<file path="config.mk">
export PLATFORM = sky130hd
export DESIGN_NAME = joy_analog_dir_map
export DESIGN_NICKNAME = d
export VERILOG_FILES = /design/src/rtl/joy_map_pkg.sv /design/src/rtl/joy_axis_hyst.sv /design/src/rtl/joy_analog_dir_map.sv
export SDC_FILE = /design/constraint.sdc
export NUM_CORES = 1
export LEC_CHECK = 0
export BUFFER_PORTS_ARGS = -buffer_cell sky130_fd_sc_hd__buf_2
export CAP_MARGIN = 15
export CORE_MARGIN = 2
export CORE_UTILIZATION = 40
export DETAILED_ROUTE_END_ITERATION = 8
export PLACE_DENSITY = 0.63
export SLEW_MARGIN = 20
export SYNTH_ARGS = -nofsm -noshare
export SYNTH_HDL_FRONTEND = slang
export SYNTH_SLANG_ARGS = --single-unit
</file>
<file path="constraint.sdc">
create_clock -name clk_sys -period 3.3 [get_ports clk_sys]
set_input_delay 0.495 -clock clk_sys [delete_from_list [all_inputs] [get_ports clk_sys]]
set_output_delay 0.495 -clock clk_sys [all_outputs]
set_load 0.03 [all_outputs]
</file>
<file path="src/rtl/joy_map_pkg.sv">
// Shared definitions for the analog-stick direction mapper: joystick bit
// positions, per-axis state encoding and run-source selection codes.
package joy_map_pkg;

    localparam int JB_RIGHT = 0;
    localparam int JB_LEFT  = 1;
    localparam int JB_DOWN  = 2;
    localparam int JB_UP    = 3;

    localparam int MAP_DIG = 0;
    localparam int MAP_ANA = 1;
    localparam int MAP_OR  = 2;

    // Axis slots inside one pad's group of four hysteresis instances
    localparam int AX_LX = 0;
    localparam int AX_LY = 1;
    localparam int AX_RX = 2;
    localparam int AX_RY = 3;

    typedef enum logic [1:0] {
        AX_NEUTRAL = 2'd0,
        AX_NEG     = 2'd1,
        AX_POS     = 2'd2
    } axis_state_t;

    function automatic logic [3:0] axes_to_dir(axis_state_t x_st, axis_state_t y_st);
        logic [3:0] dir_v;
        dir_v           = 4'b0000;
        dir_v[JB_UP]    = (y_st == AX_NEG);
        dir_v[JB_DOWN]  = (y_st == AX_POS);
        dir_v[JB_LEFT]  = (x_st == AX_NEG);
        dir_v[JB_RIGHT] = (x_st == AX_POS);
        return dir_v;
    endfunction

endpackage

</file>
<file path="src/rtl/joy_axis_hyst.sv">
// Single analog axis: three-state hysteresis with a consecutive-sample filter.
// state_next is the value the state register takes at the coming edge.
module joy_axis_hyst
    import joy_map_pkg::*;
#(
    parameter int ON_TH      = 48,
    parameter int OFF_TH     = 32,
    parameter int FILTER_LEN = 2
) (
    input  logic        clk_sys,
    input  logic        reset,
    input  logic        ce_sample,
    input  logic [7:0]  axis_val,
    output axis_state_t state_next
);

    localparam logic [8:0] ON_W  = 9'(ON_TH);
    localparam logic [8:0] OFF_W = 9'(OFF_TH);
    localparam logic [3:0] LEN_W = 4'(FILTER_LEN);

    axis_state_t state_r;
    axis_state_t pend_r;
    axis_state_t cand_s;
    axis_state_t state_next_s;
    axis_state_t pend_next_s;
    logic [3:0]  cnt_r;
    logic [3:0]  cnt_next_s;
    logic [3:0]  cnt_inc_s;
    logic [8:0]  mag_s;
    logic        neg_on_s;
    logic        pos_on_s;
    logic        below_off_s;

    // Nine-bit magnitude so that -128 becomes +128 instead of wrapping
    always_comb begin
        if (axis_val[7]) begin
            mag_s = 9'd0 - {1'b1, axis_val};
        end else begin
            mag_s = {1'b0, axis_val};
        end
        neg_on_s    = axis_val[7] & (mag_s >= ON_W);
        pos_on_s    = ~axis_val[7] & (mag_s >= ON_W);
        below_off_s = (mag_s < OFF_W);
    end

    // Candidate target state; equal to state_r when nothing qualifies
    always_comb begin
        cand_s = state_r;
        case (state_r)
            AX_NEUTRAL: begin
                if (neg_on_s) begin
                    cand_s = AX_NEG;
                end else if (pos_on_s) begin
                    cand_s = AX_POS;
                end else begin
                    cand_s = AX_NEUTRAL;
                end
            end
            AX_NEG: begin
                if (pos_on_s) begin
                    cand_s = AX_POS;
                end else if (below_off_s) begin
                    cand_s = AX_NEUTRAL;
                end else begin
                    cand_s = AX_NEG;
                end
            end
            AX_POS: begin
                if (neg_on_s) begin
                    cand_s = AX_NEG;
                end else if (below_off_s) begin
                    cand_s = AX_NEUTRAL;
                end else begin
                    cand_s = AX_POS;
                end
            end
            default: cand_s = AX_NEUTRAL;
        endcase
    end

    // Filter: a candidate must persist FILTER_LEN ce samples before it commits
    always_comb begin
        state_next_s = state_r;
        pend_next_s  = pend_r;
        cnt_next_s   = cnt_r;
        cnt_inc_s    = 4'd1;
        if (ce_sample) begin
            if (cand_s == state_r) begin
                cnt_next_s = 4'd0;
            end else begin
                if ((cand_s == pend_r) && (cnt_r != 4'd0)) begin
                    cnt_inc_s = cnt_r + 4'd1;
                end else begin
                    cnt_inc_s = 4'd1;
                end
                pend_next_s = cand_s;
                if (cnt_inc_s >= LEN_W) begin
                    state_next_s = cand_s;
                    cnt_next_s   = 4'd0;
                end else begin
                    cnt_next_s   = cnt_inc_s;
                end
            end
        end else begin
            cnt_next_s = cnt_r;
        end
    end

    // Axis state, pending candidate and streak counter
    always_ff @(posedge clk_sys) begin
        if (reset) begin
            state_r <= AX_NEUTRAL;
            pend_r  <= AX_NEUTRAL;
            cnt_r   <= 4'd0;
        end else begin
            state_r <= state_next_s;
            pend_r  <= pend_next_s;
            cnt_r   <= cnt_next_s;
        end
    end

    assign state_next = state_next_s;

endmodule

</file>
<file path="src/rtl/joy_analog_dir_map.sv">
// Maps per-pad analog sticks to direction vectors, merges the left stick with
// the d-pad (SOCD-resolved) and tracks the most recently active pad.
module joy_analog_dir_map
    import joy_map_pkg::*;
#(
    parameter  int NUM_PADS   = 2,
    parameter  int ON_TH      = 48,
    parameter  int OFF_TH     = 32,
    parameter  int FILTER_LEN = 2,
    parameter  int MODE       = 2,
    localparam int AP_W       = (NUM_PADS > 1) ? $clog2(NUM_PADS) : 1
) (
    input  logic                   clk_sys,
    input  logic                   reset,
    input  logic                   ce_sample,
    input  logic [NUM_PADS*32-1:0] joy_dig,
    input  logic [NUM_PADS*16-1:0] analog_l,
    input  logic [NUM_PADS*16-1:0] analog_r,
    output logic [NUM_PADS*4-1:0]  run_dir,
    output logic [NUM_PADS*4-1:0]  aim_dir,
    output logic [AP_W-1:0]        active_pad
);

    axis_state_t               ax_next_s [4*NUM_PADS];
    logic [7:0]                ax_val_s  [4*NUM_PADS];
    logic [NUM_PADS*4-1:0]     run_next_s;
    logic [NUM_PADS*4-1:0]     aim_next_s;
    logic [AP_W-1:0]           active_next_s;
    logic [NUM_PADS*4-1:0]     run_dir_r;
    logic [NUM_PADS*4-1:0]     aim_dir_r;
    logic [AP_W-1:0]           active_pad_r;

    function automatic logic [3:0] socd_resolve(logic [3:0] dir_v);
        logic [3:0] res_v;
        res_v           = 4'b0000;
        res_v[JB_UP]    = dir_v[JB_UP] & ~dir_v[JB_DOWN];
        res_v[JB_DOWN]  = dir_v[JB_DOWN] & ~dir_v[JB_UP];
        res_v[JB_LEFT]  = dir_v[JB_LEFT] & ~dir_v[JB_RIGHT];
        res_v[JB_RIGHT] = dir_v[JB_RIGHT] & ~dir_v[JB_LEFT];
        return res_v;
    endfunction

    function automatic logic [3:0] run_merge(logic [3:0] dig_v, logic [3:0] ana_v);
        logic [3:0] mrg_v;
        case (MODE)
            MAP_DIG: mrg_v = dig_v;
            MAP_ANA: mrg_v = ana_v;
            MAP_OR:  mrg_v = dig_v | ana_v;
            default: mrg_v = dig_v | ana_v;
        endcase
        return socd_resolve(mrg_v);
    endfunction

    for (genvar g = 0; g < 4*NUM_PADS; g++) begin : g_axis
        if ((g % 4) < 2) begin : g_left
            assign ax_val_s[g] = analog_l[16*(g/4) + 8*(g%2) +: 8];
        end else begin : g_right
            assign ax_val_s[g] = analog_r[16*(g/4) + 8*(g%2) +: 8];
        end

        joy_axis_hyst #(
            .ON_TH      (ON_TH),
            .OFF_TH     (OFF_TH),
            .FILTER_LEN (FILTER_LEN)
        ) u_axis (
            .clk_sys    (clk_sys),
            .reset      (reset),
            .ce_sample  (ce_sample),
            .axis_val   (ax_val_s[g]),
            .state_next (ax_next_s[g])
        );
    end

    // Outputs are built from the axis states committing at this edge, so a
    // one-sample filter shows up after a single register stage
    always_comb begin
        run_next_s    = {(NUM_PADS*4){1'b0}};
        aim_next_s    = {(NUM_PADS*4){1'b0}};
        active_next_s = active_pad_r;
        for (int p = NUM_PADS - 1; p >= 0; p--) begin
            run_next_s[4*p +: 4] = run_merge(joy_dig[32*p +: 4],
                axes_to_dir(ax_next_s[4*p + AX_LX], ax_next_s[4*p + AX_LY]));
            aim_next_s[4*p +: 4] = axes_to_dir(ax_next_s[4*p + AX_RX], ax_next_s[4*p + AX_RY]);
            if ((joy_dig[32*p +: 32] != 32'd0) ||
                (ax_next_s[4*p + AX_LX] != AX_NEUTRAL) || (ax_next_s[4*p + AX_LY] != AX_NEUTRAL) ||
                (ax_next_s[4*p + AX_RX] != AX_NEUTRAL) || (ax_next_s[4*p + AX_RY] != AX_NEUTRAL)) begin
                active_next_s = AP_W'(p);
            end else begin
                active_next_s = active_next_s;
            end
        end
    end

    // Output registers
    always_ff @(posedge clk_sys) begin
        if (reset) begin
            run_dir_r    <= {(NUM_PADS*4){1'b0}};
            aim_dir_r    <= {(NUM_PADS*4){1'b0}};
            active_pad_r <= {AP_W{1'b0}};
        end else begin
            run_dir_r    <= run_next_s;
            aim_dir_r    <= aim_next_s;
            active_pad_r <= active_next_s;
        end
    end

    assign run_dir    = run_dir_r;
    assign aim_dir    = aim_dir_r;
    assign active_pad = active_pad_r;

endmodule

</file>
### Yosys cells after proc, flatten, opt, wreduce, memory -nomap -nowiden

Index checks and enable logic that the tools add are counted.

| word-level totals | value |
|---|---|
| bits in registers | 81 |
| input port bits | 131 |
| output and inout port bits | 17 |

| cells by class | value |
|---|---|
| $add $sub $neg | 16 |
| order comparisons | 24 |
| equality and inequality tests | 48 |
| mux-type cells | 128 |
| bitwise logic cells | 50 |
| reductions and logical operators | 51 |

Operators by type and width:

| operator | number |
|---|---|
| 4-bit two-way mux | 40 |
| 2-bit two-way mux | 64 |
| 9-bit by 6-bit greater-or-equal comparator with 1-bit output, second input constant | 8 |
| 9-bit by 6-bit < comparator with 1-bit output, second input constant | 8 |
| 9-bit two-way mux | 8 |
| 1-bit by 9-bit subtractor with 9-bit output, first input constant | 8 |
| 32-bit nonzero test | 2 |
| 2-bit case mux with 3 select lines | 8 |
| 4-bit by 1-bit adder with 4-bit output, second input constant | 8 |
| 2-bit by 1-bit == test with 1-bit output, second input constant | 16 |
| 2-bit == test | 16 |
| 2-bit == test, second input constant | 16 |
| 4-bit by 2-bit greater-or-equal comparator with 1-bit output, second input constant | 8 |
| 4-bit nonzero test | 8 |
| 1-bit AND | 24 |
| 1-bit NOT | 24 |
| 2-bit zero test | 8 |
| 2-bit AND reduction | 8 |
| 2-bit nonzero test | 8 |
| 1-bit logical AND | 8 |
| 1-bit logical OR | 8 |
| 1-bit two-way mux | 8 |
| 4-bit bitwise OR | 2 |
| 2-bit OR reduction | 1 |

### Longest topological paths before layout

Gate-level depths: netlist (run 1).

| depth | value |
|---|---|
| depth after elaboration | 22 |
| mapped depth | 12 |

### By module

From an unflattened synthesis (run 1), not the netlist that was laid out.

| unflattened totals | value |
|---|---|
| cells, all modules | 745 |
| area, all modules | 6,273.5 um2 |

By module, submodules not included:

| module | times used | cells an instance | area an instance (um2) | seq. area each (um2) |
|---|---|---|---|---|
| joy_axis_hyst (g_axis[0].u_axis ...) | 7 | 82 | 686.9 | 160.2 |
| joy_analog_dir_map | 1 | 83 | 758.2 | 340.3 |
| joy_axis_hyst (g_axis[7].u_axis) | 1 | 88 | 706.9 | 160.2 |

### Worst setup path after synthesis (run 1)

No wires, ideal clock.

| timing path | value |
|---|---|
| path kind | input port to flip-flop |
| from | in analog_l[17] |
| to | reg run_dir_r[4] (netlist: run_dir[4]) |
| library setup time | 0.130 ns |
| data arrival time | 3.180 ns |
| data required time | 3.170 ns |
| setup slack | -0.010 ns |
| stages | 9 |
| cell sequence | or4_4 -> or4b_1 -> a41o_1 -> o2bb2ai_2 -> xor2_1 -> or3_1 -> o221a_2 -> maj3_1 -> nor3b_1 |

| on the way | value |
|---|---|
| cells in the longest elaborated chain, start to end | 20 |

Ends and longest elaborated chain:

| what | line | source |
|---|---|---|
| from (decl) | joy_analog_dir_map.sv:17 | `input logic [NUM_PADS*16-1:0] analog_l,` |
| 1-bit by 9-bit subtractor with 9-bit output | joy_axis_hyst.sv:37 | `mag_s = 9'd0 - {1'b1, axis_val};` |
| 9-bit two-way mux * | joy_axis_hyst.sv:36 | `if (axis_val[7]) begin` |
| 9-bit by 6-bit greater-or-equal comparator with 1-bit output | joy_axis_hyst.sv:41, joy_axis_hyst.sv:42 |  |
| 1-bit AND | joy_axis_hyst.sv:42 | `pos_on_s = ~axis_val[7] & (mag_s >= ON_W);` |
| 2-bit two-way mux | joy_axis_hyst.sv:53 | `end else if (pos_on_s) begin` |
| 2-bit two-way mux | joy_axis_hyst.sv:51 | `if (neg_on_s) begin` |
| 2-bit case mux with 3 select lines * | joy_axis_hyst.sv:49 | `case (state_r)` |
| 2-bit == test | joy_axis_hyst.sv:91 | `if ((cand_s == pend_r) && (cnt_r != 4'd0)) begin` |
| (+4 left out) | n/a |  |
| 4-bit by 2-bit greater-or-equal comparator with 1-bit output | joy_axis_hyst.sv:97 | `if (cnt_inc_s >= LEN_W) begin` |
| 2-bit two-way mux | joy_axis_hyst.sv:97 |  |
| 2-bit two-way mux * | joy_axis_hyst.sv:88 | `if (cand_s == state_r) begin` |
| 2-bit two-way mux * | joy_axis_hyst.sv:87 | `if (ce_sample) begin` |
| 2-bit by 1-bit == test with 1-bit output | joy_map_pkg.sv:31 | `dir_v[JB_LEFT] = (x_st == AX_NEG);` |
| 4-bit bitwise OR * | n/a |  |
| 1-bit NOT | joy_analog_dir_map.sv:39 | `res_v[JB_RIGHT] = dir_v[JB_RIGHT] & ~dir_v[JB_LEFT];` |
| 1-bit AND * | joy_analog_dir_map.sv:39 |  |
| to (signal assigned) | joy_analog_dir_map.sv:97 | `run_dir_r <= {(NUM_PADS*4){1'b0}};` |
| to (signal assigned) | joy_analog_dir_map.sv:101 | `run_dir_r <= run_next_s;` |
| to (decl) | joy_analog_dir_map.sv:29 | `logic [NUM_PADS*4-1:0] run_dir_r;` |

Mark *: on every way between the ends. The rest lies on a longest branch, timed or not. The select of a mux whose other input is x is not followed.
A chain may end at the register's enable or synchronous reset.

### Worst setup path in the final report (run 1)

Ends and elaborated chain as after synthesis.

==> flow_summary.json, run 1 <==
{
  "hold_path.class": "primary input to register",
  "grt_max_degree": 31,
  "ys_async_sr_fraction": 0,
  "drt_iter0_markers": 268,
  "cts_tree": "built",
  "worstPathArrival_ns": 3.36,
  "die_h_um": 125,
  "netlist.area_leader.share": 0.275,
  "setup_viol": 0,
  "cts-htree-levels": 3,
  "tightest_slew_ns": 0.790,
  "wl_per_cell_um": 12.5,
  "seq_area_frac_synth": 0.275,
  "cts_buffer_depth": 2,
  "antenna_cells": 0,
  "synth_ff_type": "dfxtp_1",
  "syn_avg_cell_area_um2": 7.68,
  "synth_nets": 924,
  "hold_depth": 2,
  "power_density_nw_per_um2": 342,
  "slew_viol_final": 0,
  "pwr-share-comb": 0.186,
  "grt_antenna_before_repair": 0,
  "grt_pass1_wl_mm": 24.1,
  "hold_viol": 0,
  "slew_headroom": 0.467,
  "pwr-share-seq": 0.399,
  "portBuffers": 147,
  "cts_hold_buf": 0,
  "syn_inst": 769,
  "insertion_delay_ns": 0.33,
  "peakVddDrop_uv": 251,
  "cts-resized-gates": 0,
  "path_clk_slew_ns": 0.06,
  "cts.sinks": 81,
  "p_clk_frac": 0.415,
  "die_x_um": 125,
  "internal_power_uw": 1910,
  "wl_mm": 14.3,
  "synth_common_cells": "nor2_1 (94), dfxtp_1 (81), inv_1 (63)",
  "crit_type": "primary input to register",
  "fillers": 1421,
  "first_global_vias": 5524,
  "place.gp.congestion": 0.828,
  "met1_usage": 0.243,
  "p_leak_uw": 0.00324,
  "crit_fanout": 4,
  "ios": 148,
  "ys_warn_count": 0,
  "cts_root_buffer": "clkbuf_16",
  "seq_area_um2": 1620,
  "dr_total_vias": 6028,
  "fin_crit_ns": 3.16,
  "worst_hold_slack_ns": 0.362,
  "switching_power_uw": 660,
  "start_kind": "primary input",
  "die_area_um2": 15700,
  "finish.utilization": 0.518,
  "synth.most_common_cell": "nor2_1",
  "hpwl_mm": 11.2,
  "final_antenna_net_count": 0,
  "grt_usage": 0.177,
  "required_ns": 3.50,
  "drive_above_1_share": 0.259,
  "first_pass_iters": 5,
  "rsz0062_at_grt": "no",
  "p_sw_frac": 0.257,
  "synthesis.area_um2": 5900,
  "drv_cap": 0,
  "drcViolationCount": 0,
  "nNetsFinal": 1108,
  "gr-total-overflow": 0,
  "start_util": 0.408,
  "core_area_um2": 14500,
  "syn2layout_area_growth_pct": 27.0,
  "rows": 44,
  "synth_cell_types": 84,
  "busiest_layer": "met2",
  "multi_input_area_um2": 4010,
  "fin_crit_sh": 0.957,
  "met3_usage": 0.0265,
  "synth_top_area_cell": "dfxtp_1",
  "fmax_mhz": 317,
  "numCtsBuffers": 9,
  "endpoint_kind": "register",
  "ys_top_cells_by_area": "dfxtp_1 (27%), nor2_1 (6.0%), ha_1 (5.1%), inv_1 (4.0%), a21oi_1 (3.6%)",
  "synth_edf_count": 0,
  "fin_worst_skew_ns": 0.00659,
  "setup_ws_ns": 0.142,
  "dp_worst_setup_slack_ns": -0.191,
  "finalSetupTns_ns": 0,
  "via_per_inst": 5.28,
  "rr_worst_depth": 9,
  "post_cts.repair.setup_buffers": 0,
  "ys_ff_latch": 81,
  "use_met2": 0.297,
  "status": "finished, final reports clean"
}
==> cell usage in the layout (no fill, tap or decap), drive strengths merged, types with 5 or more instances in the layout <==
master and count:
a211oi 9, a21o 10, a21oi 43, a31oi 15
and2 27, and3 7, buf 193, clkbuf 11
dfxtp 81, ha 24, inv 63, mux2i 16
nand2 54, nand2b 9, nand3 13, nand4 7
nor2 94, nor2b 9, nor3 39, nor3b 6
nor4 25, nor4b 7, o2111a 5, o211ai 5
o21a 5, o21ai 26, o311ai 10, o31ai 12
or2 12, or3 9, or4 8, xnor2 10
xor2 9
==> worst paths after layout <==
path,slack (ns),from,to
setup / recovery,0.14,analog_l[17],run_dir[4]$_SDFF_PP0_
hold / removal,0.36,joy_dig[34],run_dir[7]$_SDFF_PP0_
setup reg to reg,0.52,g_axis[3].u_axis.cnt_r[0]$_SDFFE_PP0P_,active_pad$_SDFFE_PP0P_
hold reg to reg,0.48,g_axis[2].u_axis.cnt_r[1]$_SDFFE_PP0P_,g_axis[2].u_axis.cnt_r[1]$_SDFFE_PP0P_
==> worst max-delay path, stage by stage <==
cell       delay [ns]
buf_2            0.10
or4_4            0.52
or4b_1           0.47
a41o_1           0.30
o2bb2ai_4        0.18
xor2_2           0.11
or3_1            0.38
o221a_2          0.34
maj3_1           0.33
nor3b_1          0.14
==> final cells by class <==
type	count	share of cell area
multi-input cells	605	0.535
flip-flops and latches	81	0.216
repair buffers	193	0.144
clock buffers	11	0.0324
inverters	63	0.0315
well taps	184	0.0307
clock inverters	5	0.0105
==> per-stage QoR <==
step | power (uW) | instance area (um2) | cells
2_1_floorplan | 1310 | 5920 | 769
3_3_place_gp | 1510 | 7160 | 1126
3_5_place_dp | 1520 | 7160 | 1126
4_1_cts | 2590 | 7480 | 1142
5_1_grt | 2680 | 7500 | 1142
6_report | 2570 | 7500 | 1142
==> kinds of logic after synthesis <==
family,Yosys count,synth area share
and+or+nand+nor,344,0.311
buffers and inverters,83,0.0530
AOI/OAI and AO/OA,197,0.247
adders and majority gates,28,0.0579
xor gates and xnor gates,19,0.0282
muxes,17,0.0290
DFF,81,0.275
==> flip-flops by register name, indices dropped and copies added (netlist names) <==
register,cells
g_axis.u_axis.cnt_r,32
g_axis.u_axis.pend_r,16
g_axis.u_axis.state_r,16
aim_dir,8
run_dir,8
active_pad,1
==> power groups by stage <==
stage / registers [uW] / logic, uW / clock network [uW]
6_report: 1020 / 476 / 1070
3_5_place_dp: 1050 / 472 / 0
4_1_cts: 1020 / 475 / 1090
3_3_place_gp: 1050 / 468 / 0
2_1_floorplan: 1050 / 264 / 0
5_1_grt: 1030 / 534 / 1120
==> layer usage <==
metal,part of all wire,vias up
met2,0.47,101
met4,0.0051,0
met3,0.032,6
li1,-,3203
met5,0,-
met1,0.50,2718
(Power assumes the default switching activity.)
==> inputs of run 2 (changes only) <==
Settings changed: CORE_UTILIZATION 40 to 49, PLACE_DENSITY 0.63 to 0.75.
==> flow_summary.json, run 2 (same netlist as run 1, synthesis figures left out) <==
{
  "final_antenna_net_count": 0,
  "timing.hold.worst.start": "joy_dig[34]",
  "grt_antenna_before_repair": 0,
  "regMostFlops": "g_axis.u_axis.cnt_r",
  "tightest_slew_ns": 0.786,
  "worstPathArrival_ns": 3.35,
  "fin_worst_skew_ns": 0.00515,
  "crit_type": "primary input to register",
  "hold_path.class": "primary input to register",
  "portBuffers": 147,
  "dpl_cell_area_um2": 7030,
  "r2r_start": "g_axis[3].u_axis.cnt_r[0]$_SDFFE_PP0P_",
  "place.gp.congestion": 0.864,
  "fin_crit_sh": 0.953,
  "die_x_um": 114,
  "grt_max_degree": 46,
  "via_per_inst": 5.54,
  "wl_per_cell_um": 12.4,
  "rsz0062_at_grt": "no",
  "endpoint_kind": "register",
  "cts-resized-gates": 0,
  "critPathMaxStageDelay_ns": 0.52,
  "first_pass_iters": 5,
  "setup_viol": 0,
  "wl_mm": 13.6,
  "hold_end": "run_dir[7]$_SDFF_PP0_",
  "hold_viol": 0,
  "fin_cells": 1094,
  "rrSetupSlack_ns": 0.54,
  "numCtsBuffers": 9,
  "syn2layout_area_growth_pct": 24.2,
  "setup_ws_ns": 0.155,
  "final_common_cell": "buf_2",
  "fmax_mhz": 318,
  "drcViolationCount": 0,
  "slew_viol_final": 0,
  "insertion_delay_ns": 0.34,
  "final_cell_mix": "buf_2 (147), nor2_1 (94), dfxtp_1 (81)",
  "rows": 40,
  "drv_cap": 0,
  "status": "finished, final reports clean",
  "peakVddDrop_uv": 200,
  "grt_usage": 0.211,
  "total_power_uw": 2470,
  "cts-htree-levels": 3,
  "die_area_um2": 12900,
  "core_area_um2": 11900,
  "first_global_vias": 5392,
  "cts_root_buffer": "clkbuf_16",
  "cts_tree": "built",
  "crit_slowest_cell": "or4_4",
  "cts.sinks": 81,
  "slew_headroom": 0.469,
  "largest_register_ffs": 32,
  "p_leak_uw": 0.00317,
  "cts_hold_buf": 0,
  "hold_depth": 2,
  "rr_worst_depth": 9,
  "antenna_cells": 0,
  "finalSetupTns_ns": 0,
  "finalInstanceArea_um2": 7330,
  "die_h_um": 114,
  "post_cts.repair.setup_buffers": 0,
  "required_ns": 3.51,
  "drive_above_1_share": 0.249,
  "r2r-end": "active_pad$_SDFFE_PP0P_",
  "start_kind": "primary input",
  "dr_total_vias": 6065,
  "dp_worst_setup_slack_ns": -0.210,
  "crit_fanout": 4,
  "path_cells": "buf_2, or4_4, or4b_1, a41o_1, o2bb2ai_4, xor2_2, or3_1, o221a_2, maj3_1, nor3b_1",
  "gr-total-overflow": 0,
  "hpwl_mm": 10.5,
  "cts_buffer_depth": 2,
  "reg_top3": "g_axis.u_axis.cnt_r (32), g_axis.u_axis.pend_r (16), g_axis.u_axis.state_r (16)",
  "grt_pass1_wl_mm": 23.3,
  "ios": 148,
  "fin_crit_ns": 3.15,
  "nNetsFinal": 1097,
  "drt_iter0_markers": 302,
  "path_clk_slew_ns": 0.07,
  "placed_cells": 1078,
  "power_density_nw_per_um2": 337,
  "start_util": 0.498
}
==> run 2: cell types whose count changed in the layout (fill, tap and decap cells not counted), moves of 2 or more <==
| cell | delta |
|---|---|
| buf_4 | -11 |
| bufinv_16 | -2 |
| clkinv_2 | -2 |
| inv_6 | +4 |
==> run 2: final cells by class <==
type	count	area (um2)
Timing Repair Buffer	182	998
Clock inverter	7	70.1
Multi-Input combinational cell	605	4000
Inverter	63	236
Tap cell	147	184
Clock buffer	9	225
Fill cell	1068	4530
Sequential cell	81	1620
==> run 2: metal layers <==
metal | GRT usage | wire [um]
met1 | 0.285 | 6630
met2 | 0.359 | 6290
met3 | 0.0244 | 483
met4 | 0.0577 | 153
met5 | 0 | 0
==> run 2: critical path, delay by kind of cell <==
family,cells,cell delay (ns)
xor gates and xnor gates,1,0.11
buffers and inverters,1,0.11
AOI/OAI and AO/OA,3,0.81
and+or+nand+nor,4,1.51
adders and majority gates,1,0.32
==> run 2: worst max-delay path by stage <==
stage | start | endpoint
4_1_cts | analog_l[17] | run_dir[4]$_SDFF_PP0_
6_report | analog_l[17] | run_dir[4]$_SDFF_PP0_
3_3_place_gp | analog_l[17] | run_dir[4]$_SDFF_PP0_
5_1_grt | analog_l[17] | run_dir[4]$_SDFF_PP0_
2_1_floorplan | analog_l[17] | run_dir[4]$_SDFF_PP0_
3_5_place_dp | analog_l[17] | run_dir[4]$_SDFF_PP0_
==> run 2: report_power, final <==
part / switching (uW) / internal (uW) / total (uW)
clock: 450 / 532 / 982
sequential: 23.5 / 1000 / 1020
combinational: 249 / 213 / 461
==> run 2: stage by stage <==
step,hold WS [ns],util
final,0.347,0.618
after global routing,0.353,0.618
after CTS,0.340,0.618
after detailed placement,0.476,0.593
after global placement,0.471,0.593
after floorplan,0.455,-
==> inputs of run 3 (changes only) <==
Settings changed: CORE_UTILIZATION 49 to 50, PLACE_DENSITY 0.75 to 0.78, SYNTH_HIERARCHICAL from default to 1.
==> flow_summary.json, run 3 <==
{
  "status": "finished, final reports clean",
  "synthesis.area_um2": 6270,
  "crit_fanout": 5,
  "synth_edf_count": 0,
  "first_pass_iters": 5,
  "drive_above_1_share": 0.327,
  "rrSetupSlack_ns": 0.21,
  "seq_area_frac_synth": 0.258,
  "die_x_um": 116,
  "syn_inst": 745,
  "drt_iter0_markers": 476,
  "fillers": 1049,
  "grt_antenna_before_repair": 1,
  "wl_per_cell_um": 14.1,
  "fin_crit_sh": 0.987,
  "total_power_uw": 2520,
  "worstPathArrival_ns": 3.48,
  "slew_viol_final": 0,
  "synth_nets": 893,
  "gr-total-overflow": 0,
  "worst_path_dominant_cell_family": "simple AND/OR/NAND/NOR gates",
  "hold_path.class": "primary input to register",
  "start_kind": "primary input",
  "cp_num_buf_inv": 3,
  "grt_usage": 0.226,
  "numCtsBuffers": 9,
  "ys_warn_count": 6,
  "ys_ff_latch": 81,
  "required_ns": 3.52,
  "hold_viol": 0,
  "hpwl_mm": 11.8,
  "grt_pass1_wl_mm": 24.8,
  "grt_max_degree": 49,
  "place.gp.congestion": 0.903,
  "path_clk_slew_ns": 0.06,
  "die_area_um2": 13500,
  "cts-htree-levels": 3,
  "dpl_cell_area_um2": 7490,
  "ios": 148,
  "ys_async_sr_fraction": 0,
  "syn2layout_area_growth_pct": 26.1,
  "cts_buffer_depth": 2,
  "cp_common_cell": "a2111o_1",
  "fin_crit_ns": 3.26,
  "cts_hold_buf": 0,
  "rows": 40,
  "netlist.area_leader.share": 0.258,
  "finalInstanceArea_um2": 7910,
  "reg_top3": "g_axis.u_axis/cnt_r (32), g_axis.u_axis/pend_r (16), g_axis.u_axis/state_r (16)",
  "fmax_mhz": 307,
  "cts_tree": "built",
  "wl_mm": 15.6,
  "path_cells": "buf_2, inv_2, ha_4, nor4bb_1, a2111o_1, and3_1, a2111o_1, xnor2_4, or4_4, nand2_4, nor4_2, buf_4, nand4_1, nor3_2, nor4_1",
  "synth_top_area_cell": "dfxtp_1",
  "die_h_um": 116,
  "slew_headroom": 0.692,
  "endpoint_kind": "register",
  "final_cell_mix": "buf_2 (147), dfxtp_1 (81), nor2_1 (63)",
  "drcViolationCount": 0,
  "p_leak_uw": 0.00338,
  "via_per_inst": 5.63,
  "fin_worst_skew_ns": 0.00602,
  "synth_common_cells": "dfxtp_1 (81), nor2_1 (63), a21oi_1 (59)",
  "drv_cap": 0,
  "ys_top_cells_by_area": "dfxtp_1 (26%), a21oi_1 (4.7%), nor2_1 (3.8%), ha_1 (3.4%), nor3b_1 (3.2%)",
  "nNetsFinal": 1081,
  "multi_input_area_um2": 4460,
  "seq_area_um2": 1620,
  "final_antenna_net_count": 0,
  "tightest_slew_ns": 0.451,
  "cts_root_buffer": "clkbuf_16",
  "crit_type": "primary input to register",
  "synth_ff_type": "dfxtp_1",
  "synth.most_common_cell": "dfxtp_1",
  "core_area_um2": 12100,
  "start_util": 0.518,
  "dp_worst_setup_slack_ns": -0.304,
  "final_common_cell": "buf_2",
  "cts.sinks": 81,
  "first_global_vias": 5545,
  "crit_slowest_cell": "or4_4",
  "portBuffers": 147,
  "peakVddDrop_uv": 213,
  "critPathMaxStageDelay_ns": 0.57,
  "syn_avg_cell_area_um2": 8.42,
  "setup_viol": 0,
  "largest_register_ffs": 32,
  "regMostFlops": "g_axis.u_axis/cnt_r",
  "synth_cell_types": 59,
  "insertion_delay_ns": 0.33,
  "power_density_nw_per_um2": 319,
  "dr_total_vias": 6237,
  "setup_ws_ns": 0.0425
}
run 3: kinds of logic after synthesis:
family	count (synthesis)	share of synthesized area
AO/OA/AOI/OAI	183	0.223
AND/OR/NAND/NOR	335	0.339
buffers and inverters	72	0.0461
flip-flops	81	0.258
adder cells (fa/ha/maj)	21	0.0403
multiplexers	23	0.0425
XOR/XNOR	30	0.0503
run 3: repair_timing:
| item | in CTS | in global routing |
|---|---|---|
| gates resized for setup | 0 | 17 |
| endpoints found under the setup margin | 0 | 1 |
| buffers inserted | 0 | 3 |
run 3: where the power goes:
group	internal, uW	switching, uW	leakage, uW
Combinational	238	279	0.00258
Sequential	999	21.8	0.000656
Clock	601	382	0.000148
run 3: stage by stage:
| stage | util | setup TNS, ns | cells | hold slack [ns] |
|---|---|---|---|---|
| 5_1_grt | 0.653 | -0.0476 | 1106 | 0.357 |
| 6_report | 0.653 | 0 | 1107 | 0.374 |
| 2_1_floorplan | - | 0 | 745 | 0.443 |
| 4_1_cts | 0.643 | 0 | 1103 | 0.357 |
| 3_3_place_gp | 0.618 | -0.130 | 1087 | 0.461 |
| 3_5_place_dp | 0.618 | -0.304 | 1087 | 0.464 |
run 3: area by class of cell:
cell class / count / area share
inverter: 49 / 0.0233
clock inverter: 6 / 0.00728
clock buffer: 10 / 0.0302
timing repair buffer: 200 / 0.143
antenna: 1 / 0.000316
sequential: 81 / 0.205
tap: 168 / 0.0266
multi-input combinational: 592 / 0.564
run 3: final timing paths:
| path | startpoint | end | cells after the start |
|---|---|---|---|
| setup / recovery | analog_r[25] | active_pad$_SDFFE_PP0P_ | 15 |
| hold / removal | joy_dig[35] | run_dir[6]$_SDFF_PP0_ | 2 |
| setup reg to reg | g_axis[4].u_axis/state_r[1]$_SDFF_PP0_ | active_pad$_SDFFE_PP0P_ | 10 |
| hold reg to reg | g_axis[3].u_axis/cnt_r[1]$_SDFFE_PP0P_ | g_axis[3].u_axis/cnt_r[1]$_SDFFE_PP0P_ | 2 |
run 3: routing by layer:
metal | routed length (um) | track usage | vias to the layer above
met5 | 0 | 0 | -
met2 | 7320 | 0.383 | 175
li1 | - | - | 3152
met3 | 803 | 0.0387 | 23
met4 | 265 | 0.0659 | 0
met1 | 7180 | 0.297 | 2887
